`src/rtl/space_monsters_pkg.sv`:
```
// Shared constants for the space monsters game: one-hot state codes,
// screen bounds, formation cell pitch and per-level march periods.
package space_monsters_pkg;

  localparam logic [4:0] ST_IDLE  = 5'b00001;
  localparam logic [4:0] ST_LOAD  = 5'b00010;
  localparam logic [4:0] ST_MARCH = 5'b00100;
  localparam logic [4:0] ST_WON   = 5'b01000;
  localparam logic [4:0] ST_LOST  = 5'b10000;

  localparam int X_MIN  = 144;
  localparam int X_MAX  = 784;
  localparam int Y_TANK = 450;

  localparam int CELL_W = 40;
  localparam int CELL_H = 30;

  localparam int unsigned STEP_L1 = 12500000;
  localparam int unsigned STEP_L2 = 6250000;

  function automatic logic level_ok(input logic [2:0] lvl);
    return (lvl == 3'd1) || (lvl == 3'd2);
  endfunction

endpackage

```
`src/rtl/monster_wave_ctrl_lowest_alive_row.sv`:
```
// Priority encoder over the alive bitmap: index of the bottom-most row
// that still holds a live monster, plus a flag for any monster alive.
module lowest_alive_row #(
  parameter int ROWS = 3,
  parameter int COLS = 8,
  parameter int RW   = (ROWS > 1) ? $clog2(ROWS) : 1
) (
  input  logic [ROWS*COLS-1:0] alive,
  output logic [RW-1:0]        row_idx,
  output logic                 any_alive
);

  // Later (lower on screen) rows overwrite earlier ones
  always_comb begin
    row_idx   = '0;
    any_alive = 1'b0;
    for (int r = 0; r < ROWS; r++) begin
      if (|alive[r*COLS +: COLS]) begin
        row_idx   = RW'(r);
        any_alive = 1'b1;
      end
    end
  end

endmodule

```
`src/rtl/monster_wave_ctrl.sv`:
```
// Monster formation controller for one level: alive bitmap, marching
// origin, bullet hits, kill score and win / tank-destroyed outcomes.
module monster_wave_ctrl #(
  parameter int          ROWS    = 3,
  parameter int          COLS    = 8,
  parameter int          CELL_W  = space_monsters_pkg::CELL_W,
  parameter int          CELL_H  = space_monsters_pkg::CELL_H,
  parameter int          STEP_X  = 8,
  parameter int          DROP_Y  = 15,
  parameter int          X_MIN   = space_monsters_pkg::X_MIN,
  parameter int          X_MAX   = space_monsters_pkg::X_MAX,
  parameter int          Y_START = 75,
  parameter int          Y_TANK  = space_monsters_pkg::Y_TANK,
  parameter int unsigned STEP_L1 = space_monsters_pkg::STEP_L1,
  parameter int unsigned STEP_L2 = space_monsters_pkg::STEP_L2
) (
  input  logic                 clk,
  input  logic                 rst,
  input  logic                 start,
  input  logic [2:0]           level_in,
  input  logic                 hit_valid,
  input  logic [1:0]           hit_row,
  input  logic [2:0]           hit_col,
  output logic [ROWS*COLS-1:0] alive,
  output logic [9:0]           origin_x,
  output logic [9:0]           origin_y,
  output logic                 active,
  output logic                 win,
  output logic                 tank_destroyed,
  output logic [7:0]           score
);

  import space_monsters_pkg::*;

  localparam int N  = ROWS * COLS;
  localparam int RW = (ROWS > 1) ? $clog2(ROWS) : 1;

  logic [4:0]    state;
  logic          dir_left;
  logic          level_two;
  logic [31:0]   step_cnt;
  logic [31:0]   period;
  logic [RW-1:0] low_row;
  logic          any_alive;
  logic          start_ok;
  logic          step_fire;
  logic          right_hit;
  logic          left_hit;
  logic [10:0]   row_depth;
  logic          reached_tank;
  logic          hit_ok;
  logic [7:0]    hit_pos;
  logic [N-1:0]  hit_mask;
  logic          kill;

  lowest_alive_row #(
    .ROWS (ROWS),
    .COLS (COLS),
    .RW   (RW)
  ) u_lowest (
    .alive     (alive),
    .row_idx   (low_row),
    .any_alive (any_alive)
  );

  assign start_ok  = start && level_ok(level_in);
  assign step_fire = (step_cnt == period - 32'd1);

  // Edge tests widened to 11 bits so the sums never wrap
  assign right_hit    = ({1'b0, origin_x} + 11'(COLS * CELL_W) + 11'(STEP_X)) > 11'(X_MAX);
  assign left_hit     = {1'b0, origin_x} < 11'(X_MIN + STEP_X);
  assign row_depth    = (11'(low_row) + 11'd1) * 11'(CELL_H);
  assign reached_tank = ({1'b0, origin_y} + row_depth) >= 11'(Y_TANK);

  assign hit_ok   = hit_valid && (int'(hit_row) < ROWS) && (int'(hit_col) < COLS);
  assign hit_pos  = 8'(hit_row) * 8'(COLS) + 8'(hit_col);
  assign hit_mask = hit_ok ? ({{(N-1){1'b0}}, 1'b1} << hit_pos) : '0;
  assign kill     = |(hit_mask & alive);

  // A valid start from any state but LOAD restarts the level; otherwise
  // MARCH settles outcomes before applying steps and hits.
  always_ff @(posedge clk or negedge rst) begin
    if (!rst) begin
      state          <= ST_IDLE;
      alive          <= '0;
      origin_x       <= 10'(X_MIN);
      origin_y       <= 10'(Y_START);
      dir_left       <= 1'b0;
      step_cnt       <= '0;
      period         <= 32'(STEP_L1);
      level_two      <= 1'b0;
      score          <= '0;
      win            <= 1'b0;
      tank_destroyed <= 1'b0;
      active         <= 1'b0;
    end else if (start_ok && state != ST_LOAD) begin
      state     <= ST_LOAD;
      level_two <= (level_in == 3'd2);
      active    <= 1'b0;
    end else begin
      case (state)
        ST_LOAD: begin
          alive          <= '1;
          origin_x       <= 10'(X_MIN);
          origin_y       <= 10'(Y_START);
          dir_left       <= 1'b0;
          step_cnt       <= '0;
          period         <= level_two ? 32'(STEP_L2) : 32'(STEP_L1);
          win            <= 1'b0;
          tank_destroyed <= 1'b0;
          if (!level_two) score <= '0;
          active         <= 1'b1;
          state          <= ST_MARCH;
        end
        ST_MARCH: begin
          if (!any_alive) begin
            state  <= ST_WON;
            win    <= 1'b1;
            active <= 1'b0;
          end else if (reached_tank) begin
            state          <= ST_LOST;
            tank_destroyed <= 1'b1;
            active         <= 1'b0;
          end else begin
            if (step_fire) begin
              step_cnt <= '0;
              if (!dir_left && right_hit) begin
                origin_y <= origin_y + 10'(DROP_Y);
                dir_left <= 1'b1;
              end else if (dir_left && left_hit) begin
                origin_y <= origin_y + 10'(DROP_Y);
                dir_left <= 1'b0;
              end else if (dir_left) begin
                origin_x <= origin_x - 10'(STEP_X);
              end else begin
                origin_x <= origin_x + 10'(STEP_X);
              end
            end else begin
              step_cnt <= step_cnt + 32'd1;
            end
            alive <= alive & ~hit_mask;
            if (kill && score != 8'hFF) score <= score + 8'd1;
          end
        end
        ST_IDLE, ST_WON, ST_LOST: ;
        default: state <= ST_IDLE;
      endcase
    end
  end

endmodule
```
`config.mk`:
```
export PLATFORM = sky130hd
export DESIGN_NAME = monster_wave_ctrl
export DESIGN_NICKNAME = d
export VERILOG_FILES = /design/src/rtl/space_monsters_pkg.sv /design/src/rtl/monster_wave_ctrl_lowest_alive_row.sv /design/src/rtl/monster_wave_ctrl.sv
export SDC_FILE = /design/constraint.sdc
export NUM_CORES = 1
export LEC_CHECK = 0
export BUFFER_PORTS_ARGS = -buffer_cell sky130_fd_sc_hd__buf_2
export CAP_MARGIN = 20
export CORE_MARGIN = 2
export CORE_UTILIZATION = 60
export DETAILED_ROUTE_END_ITERATION = 6
export PLACE_DENSITY = 0.91
export SLEW_MARGIN = 15
export SYNTH_ARGS = -nofsm -noshare
export SYNTH_HDL_FRONTEND = slang
export SYNTH_SLANG_ARGS = --single-unit
```
`constraint.sdc`:
```
create_clock -name clk -period 4.61 [get_ports clk]
set_input_delay 0.6915 -clock clk [delete_from_list [all_inputs] [get_ports clk]]
set_output_delay 0.6915 -clock clk [all_outputs]
set_load 0.03 [all_outputs]
```
* Word-level counts from Yosys, hierarchy flattened
Index checks and enable logic that the tools add are counted.
** Cells by class
- Order comparisons :: 4
- Multipliers :: 1
- Reduce and logical (&&, ||, !) cells :: 24
- Muxes and demuxes :: 51
- Equality and inequality tests :: 22
- Add/subtract/negate cells :: 11
- Bitwise operators :: 4
- Shift operators :: 1
** Operators with widths (number)
- $mux W10 :: 11
- $mux W24 :: 4
- $mux W32 :: 3
- $pmux W32 S2 :: 1
- $and A24 B24 Y24 :: 2
- $pmux W24 S2 :: 1
- $pmux W10 S2 :: 2
- $add A32 B1 Y32 const B :: 1
- $eq A32 B32 Y1 :: 1
- $mux W8 :: 4
- $sub A32 B1 Y32 const B :: 1
- $not A24 Y24 :: 1
- $reduce_or A24 Y1 :: 1
- $reduce_or A8 Y1 :: 3
- $shl A1 B6 Y24 const A :: 1
- $add A10 B4 Y10 const B :: 2
- $ne A2 B2 Y1 const B :: 10
- $pmux W8 S2 :: 1
- $mux W1 :: 15
- $mux W5 :: 3
- $pmux W5 S3 :: 1
- $reduce_and A6 Y1 :: 2
- $add A10 B8 Y11 :: 1
- $add A10 B9 Y11 const B :: 1
- other kinds (34) :: 45
** Word-level totals
- Register bits after elaboration :: 126
- Output and inout bits :: 55
- Bits of input ports :: 12
- Word-level logic and storage cells :: 130

* Longest topological paths before layout
Gate-level depths: netlist of run 1.
- Depth in word-level cells :: 11
- Gate-level depth with buffers :: 16
- Depth with buffers taken out :: 15

* Hierarchy
From an unflattened synthesis of run 1, not the netlist that was laid out.
** Second synthesis, totals
- Cells, all modules :: 663
- Area, all modules :: 6024.5 µm²
** Modules (own cells, without submodules)
- monster_wave_ctrl :: cells an instance 653, times used 1, area each 5960.7 µm², sequential area each 2337.2 µm²
- lowest_alive_row :: cells an instance 10, times used 1, area each 63.8 µm², sequential area each 0.0 µm²

* Least setup slack after synthesis of run 1
Ideal clock, no wire load.
- Path type :: reg2reg
- From :: reg alive[17]
- To :: reg alive[17]
- Slack :: 0.777 ns
- Required time :: 4.476 ns
- Clock period less this slack :: 3.833 ns
- Library setup time :: 0.134 ns
- Path buffers :: 2
- Stages on the path, launching flop included :: 15
- Data arrival time :: 3.699 ns
- Path through :: dfrtp_1 -> nor4_2 -> nand2_1 -> inv_1 -> ha_1 -> fa_1 -> ha_1 -> a2111oi_0 -> nor2_1 -> and3_1 -> a221o_1 -> buf_6 -> buf_6 -> o41ai_1 -> nand2_1
** Between the ends
- Longest elaborated chain between the ends :: 8
- Elaborated cells between the ends (all ways) :: 14
- Classes of those cells :: add/sub: 2; mul: 1; order compare: 1; eq/ne: 2; mux: 5; bitwise: 1; reduce/logical: 2
** Ends and longest elaborated chain
- start, declared :: line monster_wave_ctrl.sv:24 : output logic [ROWS*COLS-1:0] alive,
- start signal, assigned :: line monster_wave_ctrl.sv:141 : alive <= alive & ~hit_mask;
- $reduce_or A8 Y1 :: line monster_wave_ctrl_lowest_alive_row.sv:18 : if (|alive[r*COLS +: COLS]) begin
- $mux W2 :: line monster_wave_ctrl_lowest_alive_row.sv:18
- $add A2 B1 Y3 :: line monster_wave_ctrl.sv:72 : assign row_depth = (11'(low_row) + 11'd1) * 11'(CELL_H);
- $mul A3 B4 Y7 :: line monster_wave_ctrl.sv:72
- $add A10 B8 Y11 :: line monster_wave_ctrl.sv:73 : assign reached_tank = ({1'b0, origin_y} + row_depth) >= 11'(Y_TANK);
- $ge A11 B9 Y1 :: line monster_wave_ctrl.sv:73
- $ne A2 B2 Y1 (no line)
- $reduce_and A4 Y1 (no line)
Several ways; a longest one is shown, not always the timed one. The select of a mux whose other input is x is not followed.
A chain may end at the register's enable or synchronous reset.

* Worst setup path after layout of run 1
- From :: reg alive[21]
- To :: reg score[1]
** Between the ends
- Longest elaborated chain between the ends :: 8
- Elaborated cells between the ends (all ways) :: 14
- Classes of those cells :: add/sub: 2; mul: 1; order compare: 1; eq/ne: 3; mux: 2; bitwise: 1; reduce/logical: 4
** Ends and longest elaborated chain
- $reduce_or A8 Y1 :: line monster_wave_ctrl_lowest_alive_row.sv:18
- $mux W2 :: line monster_wave_ctrl_lowest_alive_row.sv:18
- $add A2 B1 Y3 :: line monster_wave_ctrl.sv:72
- $mul A3 B4 Y7 :: line monster_wave_ctrl.sv:72
- $add A10 B8 Y11 :: line monster_wave_ctrl.sv:73
- $ge A11 B9 Y1 :: line monster_wave_ctrl.sv:73
- $ne A2 B2 Y1 (no line)
- $reduce_and A6 Y1 (no line) (*)
- end signal, assigned :: line monster_wave_ctrl.sv:142 : if (kill && score != 8'hFF) score <= score + 8'd1;
- end, declared :: line monster_wave_ctrl.sv:30 : output logic [7:0] score
Mark *: on every way between the ends. The rest lies on a longest branch, timed or not.

==> results of run 1 <==
==> routing by layer <==
| layer | share of wire, % | vias up | GRT usage [%] | wire [um] |
|---|---|---|---|---|
| li1 | - | 2692 | - | - |
| met1 | 41 | 2872 | 39.4 | 6550 |
| met2 | 49 | 270 | 47.4 | 7810 |
| met3 | 6.5 | 49 | 5.05 | 1040 |
| met4 | 2.6 | 0 | 14.3 | 415 |
| met5 | 0 | - | 0 | 0 |
==> cell families after synthesis <==
kind of cell	synth area share (%)
xor+xnor	2.00
mux	1.49
simple gates	25.5
buf+inv	5.63
compound gates	22.3
flops	38.1
fa+ha+maj	4.86
other cells	0.0612
==> Yosys cell counts (4+ instances only) <==
library cell | instances | area share (%)
dfrtp_1 | 85 | 35
nand2_1 | 55 | 3.4
nor2_1 | 51 | 3.1
o21ai_0 | 48 | 3.9
nand3_1 | 39 | 3.2
inv_1 | 36 | 2.2
a21oi_1 | 32 | 2.6
o31ai_1 | 32 | 3.9
nor3_1 | 24 | 2.0
ha_1 | 19 | 3.9
clkbuf_1 | 16 | 0.98
a31oi_1 | 15 | 1.5
o41ai_1 | 15 | 2.1
and3_1 | 14 | 1.4
buf_2 | 14 | 1.1
nor2b_1 | 13 | 1.3
nor4_1 | 13 | 1.3
nand2b_1 | 11 | 1.1
nand3b_1 | 11 | 1.3
nand4_1 | 11 | 1.1
o21a_1 | 9 | 1.1
xor2_1 | 9 | 1.3
dfstp_2 | 8 | 3.4
mux2i_1 | 8 | 1.3
o21ai_1 | 8 | 0.65
a21o_1 | 6 | 0.73
a22o_1 | 5 | 0.71
buf_4 | 5 | 0.61
o211ai_1 | 5 | 0.61
o22a_1 | 5 | 0.71
xnor2_1 | 5 | 0.71
a211oi_1 | 4 | 0.49
a22oi_1 | 4 | 0.49
and2_1 | 4 | 0.41
nor4_2 | 4 | 0.82
or3_1 | 4 | 0.41
==> path summary, 6_finish.rpt <==
kind                           start            to  slack (ns)
max in group asynchronous        rst      state[0]        3.22
min in group clk            state[0]      state[0]        0.50
max                        alive[21]      score[1]        0.33
min reg2reg                 state[0]      state[0]        0.50
min                              rst  step_cnt[22]        0.38
max reg2reg                alive[21]      score[1]        0.33
==> worst max-delay path, stage by stage, from the launching register on <==
cell,delay [ns]
dfrtp_1,0.43
nor4_2,0.40
nand2_1,0.22
inv_1,0.15
ha_1,0.18
fa_1,0.41
ha_1,0.34
a2111oi_0,0.44
nor2_1,0.09
and3_1,0.19
a221o_2,0.59
a211oi_4,0.45
mux2i_1,0.28
==> flip-flops by register name (all words and copies together), names as in the netlist <==
signal and cells:
active 1, alive 24, dir_left 1, level_two 1
origin_x 7, origin_y 10, period 2, score 8
state 5, step_cnt 32, tank_destroyed 1, win 1
==> power breakdown <==
group          internal (mW)  switching, mW  leakage, nW  total [mW]
clock                  0.265          0.303       0.0964       0.568
sequential             0.908          0.114         1.15        1.02
combinational          0.248          0.459         1.64       0.707
total                   1.42          0.876         2.88        2.30
==> cell type report <==
class	instances	area (um^2)	share of cell area, %
inverter	37	139	2.08
clock inverter	4	47.5	0.711
timing repair buffer	72	385	5.76
clock buffer	12	145	2.17
tap	133	166	2.49
sequential	93	2340	35.0
multi-input combinational	538	3460	51.8
==> per-stage QoR <==
| stage | std cells | hold slack, ns |
|---|---|---|
| detailed placement | 873 | 0.484 |
| CTS | 889 | 0.410 |
| floorplan | 707 | 0.396 |
| global route | 889 | 0.439 |
| global placement | 873 | 0.464 |
| finish | 889 | 0.381 |
==> flow_metrics.tcl, run 1 <==
set metrics [dict create \
    area_growth_pct 9.04 \
    clk_latency_ns 0.38 \
    critPathArrivalTime_ns 4.57 \
    cts-buffers-inserted 9 \
    ys_warn_count 0 \
    postSynthCellCount 704 \
    grt_use_total_pct 29.8 \
    totalWireLength_um 15800 \
    fillers 772 \
    final.setup.tns_ns 0 \
    initial_utilization_pct 62.2 \
    core_area_um2 9860 \
    drv_slew 0 \
    p_leak_nw 2.88 \
    synth.distinct_cells 73 \
    chipWidth_um 105 \
    grt_max_degree 60 \
    drc 0 \
    dp_hpwl_um 11200 \
    finalInstanceArea_um2 6690 \
    tritoncts "done" \
    critical_path_class "reg2reg" \
    drv_cap 0 \
    cts_setup_buffers 0 \
    slew_headroom_pct 42.1 \
    synth.avg_cell_area_um2 8.71 \
    r2r_cells 12 \
    synth_edf_count 0 \
    viasPerCell 6.62 \
    drtAntennaViolNets 0 \
    hold_viol 0 \
    min_path_type "in2async" \
    drive_above_1_share_pct 15.6 \
    skew_ns 0.0156 \
    netlist_area_um2 6130 \
    detail_route.wl_per_cell_um 17.8 \
    cts.sinks 93 \
    firstDrtPassIters 7 \
    num_antenna_cells 0 \
    rsz0062_at_grt "false" \
    antenna_found_initial 0 \
    grt_pass1_wl_um 27000 \
    max_freq_mhz 234 \
    place_congestion 0.959 \
    ir_drop_v 0.000207 \
    worst_slack_ns 0.328 \
    placementRows 36 \
    post-route-period-util_pct 92.9 \
    power_density_nw_per_um2 344 \
    start_kind "register" \
    worst_slew_pin_slew_ns 0.865 \
    dieArea_um2 11000 \
    setup_viol 0 \
    period_needed_ns 4.28 \
    cp-end-kind "register" \
    synth_flop_cell "dfrtp_1" \
    cts-htree-levels 3 \
    ys_async_sr_fraction_pct 100 \
    clkTransAtPathRegs_ns 0.10 \
    ctsResizeCount 0 \
    yosysSeqAreaShare_pct 38.1 \
    fin_nets 785 \
    drt_iter0_drc 525 \
    utilization_pct 67.8 \
    first_global_vias 5731 \
    status "finished clean" \
    power_mw 2.30 \
    cts_root_buf "clkbuf_8" \
    num_vias 5883 \
    hold_buffers 0 \
    pre_cts_ws_ns 0.366 \
    clockBufferDepth 2 \
    io_pins 67 \
    crit_fanout 27 \
    required_ns 4.89 \
    synth_seq_cells 93 \
    die_h_um 105 \
    place_area_um2 6490 \
    layout_common_cells "dfrtp_1, buf_2, nand2_1, nor2_1, o21ai_0" \
    portBuffers 63 \
    final_common_cell "dfrtp_1" \
    grt.overflow.total 0 \
]
Note: power is estimated with default switching activity, not from simulation.
==> run 2: changes to the inputs <==
--- a/config.mk
+++ b/config.mk
@@ -8,9 +8,10 @@
 export BUFFER_PORTS_ARGS = -buffer_cell sky130_fd_sc_hd__buf_2
 export CAP_MARGIN = 20
 export CORE_MARGIN = 2
-export CORE_UTILIZATION = 60
+export CORE_UTILIZATION = 43
 export DETAILED_ROUTE_END_ITERATION = 6
-export PLACE_DENSITY = 0.91
+export MAX_ROUTING_LAYER = met4
+export PLACE_DENSITY = 0.72
 export SLEW_MARGIN = 15
 export SYNTH_ARGS = -nofsm -noshare
 export SYNTH_HDL_FRONTEND = slang
==> flow_metrics.tcl, run 2 (synthesis results as in run 1) <==
set metrics [dict create \
    critical_path.cell_chain "nor4_2 -> nand2_1 -> inv_1 -> ha_1 -> fa_1 -> ha_1 -> a2111oi_1 -> nor2_1 -> and3_1 -> a221o_4 -> inv_2 -> o21ai_2 -> mux2_2" \
    post-route-period-util_pct 93.5 \
    first_global_vias 5252 \
    detail_route.wl_per_cell_um 16.4 \
    fillers 1326 \
    dp.cells 922 \
    fin_nets 787 \
    slew_headroom_pct 44.4 \
    drv_cap 0 \
    initial_utilization_pct 44.2 \
    crit_fanout 28 \
    clkTransAtPathRegs_ns 0.07 \
    grt.overflow.total 0 \
    ctsResizeCount 0 \
    chipWidth_um 123 \
    placementRows 43 \
    regToRegSetupSlack_ns 0.30 \
    io_pins 67 \
    period_needed_ns 4.31 \
    viasPerCell 5.91 \
    hold_viol 0 \
    area_growth_pct 12.1 \
    num_vias 5548 \
    hold_buffers 0 \
    top_regs "step_cnt: 32 flops, alive: 24 flops, origin_y: 10 flops" \
    place_congestion 0.876 \
    crit_buf_inv 2 \
    regToRegEndpoint "origin_x[3]" \
    status "finished clean" \
    grt_max_degree 66 \
    min_path_type "in2async" \
    dieArea_um2 15200 \
    drt_iter0_drc 453 \
    largest_register_ffs 32 \
    final_cells 938 \
    critPathLaunch "alive[21]" \
    clk_latency_ns 0.35 \
    num_antenna_cells 0 \
    final_common_cell "dfrtp_1" \
    cts-htree-levels 3 \
    grt_pass1_wl_um 26100 \
    max_freq_mhz 232 \
    final.setup.tns_ns 0 \
    power_mw 2.48 \
    drc 0 \
    drtAntennaViolNets 0 \
    clockBufferDepth 2 \
    cp_common_cell "ha_1" \
    cts_setup_buffers 0 \
    regMostFlops "step_cnt" \
    ir_drop_v 0.000219 \
    slowest_delay_ns 0.54 \
    antenna_found_initial 0 \
    cts.sinks 93 \
    die_h_um 123 \
    multi_input_area_um2 3480 \
    place_area_um2 6570 \
    required_ns 4.84 \
    totalWireLength_um 15400 \
    cpMaxStageDelayCell "a221o_4" \
    p_leak_nw 2.97 \
    power_density_nw_per_um2 361 \
    regArea_um2 2340 \
    start_kind "register" \
    r2r_cells 13 \
    worst_slew_pin_slew_ns 0.834 \
    dp_hpwl_um 10800 \
    layout_common_cells "dfrtp_1, buf_2, nand2_1, nor2_1, o21ai_0" \
    critPathArrivalTime_ns 4.54 \
    skew_ns 0.0122 \
    drive_above_1_share_pct 15.8 \
    setup_viol 0 \
    drv_slew 0 \
    grt_use_total_pct 22.1 \
    finalInstanceArea_um2 6870 \
    cp-end-kind "register" \
    core_area_um2 13900 \
    cts-buffers-inserted 9 \
    portBuffers 63 \
    r2r-start "alive[21]" \
    cts_root_buf "clkbuf_16" \
    cpLargestDelayFamily "compound AO/OA/AOI/OAI gates" \
    critical_path_class "reg2reg" \
    firstDrtPassIters 5 \
    tritoncts "done" \
]
## run 2: cell types whose count changed in the layout (fill, tap and decap cells not counted)
| cell | delta |
|---|---|
| clkbuf_16 | +9 |
| clkbuf_8 | -9 |
| buf_4 | +2 |
| a2111oi_0 | -1 |
| a2111oi_1 | +1 |
| a221o_2 | -1 |
| a221o_4 | +1 |
## run 2: metrics by stage
step | util (%) | setup WS (ns) | hold slack, ns
after floorplan | - | 0.777 | 0.396
after global placement | 47.3 | 0.415 | 0.460
after detailed placement | 47.3 | 0.302 | 0.466
after CTS | 49.4 | 0.263 | 0.475
after global routing | 49.5 | -0.0285 | 0.517
final | 49.5 | 0.300 | 0.444
## run 2: area by class of cell
cell class              count  share of cell area, %
flip-flops and latches     93                   34.0
repair buffers             74                   5.83
clock buffers              12                   3.59
multi-input cells         538                   50.6
well taps                 180                   3.28
inverters                  37                   2.02
clock inverters             4                  0.692
## run 2: how the worst max path moves through the flow
| stage | endpoint | cells after the start |
|---|---|---|
| detailed placement | origin_x[3] | 13 |
| CTS | origin_x[3] | 13 |
| global placement | origin_x[3] | 13 |
| global route | step_cnt[27] | 13 |
| finish | origin_x[3] | 13 |
| floorplan | alive[17] | 14 |
## run 2: routing by layer
metal	global-route usage [%]	up-vias	part of all wire, %
met5	-	-	0
met4	7.81	0	1.8
met2	33.2	128	47
met3	3.37	18	3.6
met1	30.6	2695	47
li1	-	2707	-
## run 2: report_power, final
part	internal [mW]	leakage [nW]	switching [mW]	total, mW
sequential	0.909	1.15	0.113	1.02
combinational	0.250	1.68	0.454	0.704
clock	0.434	0.143	0.318	0.752
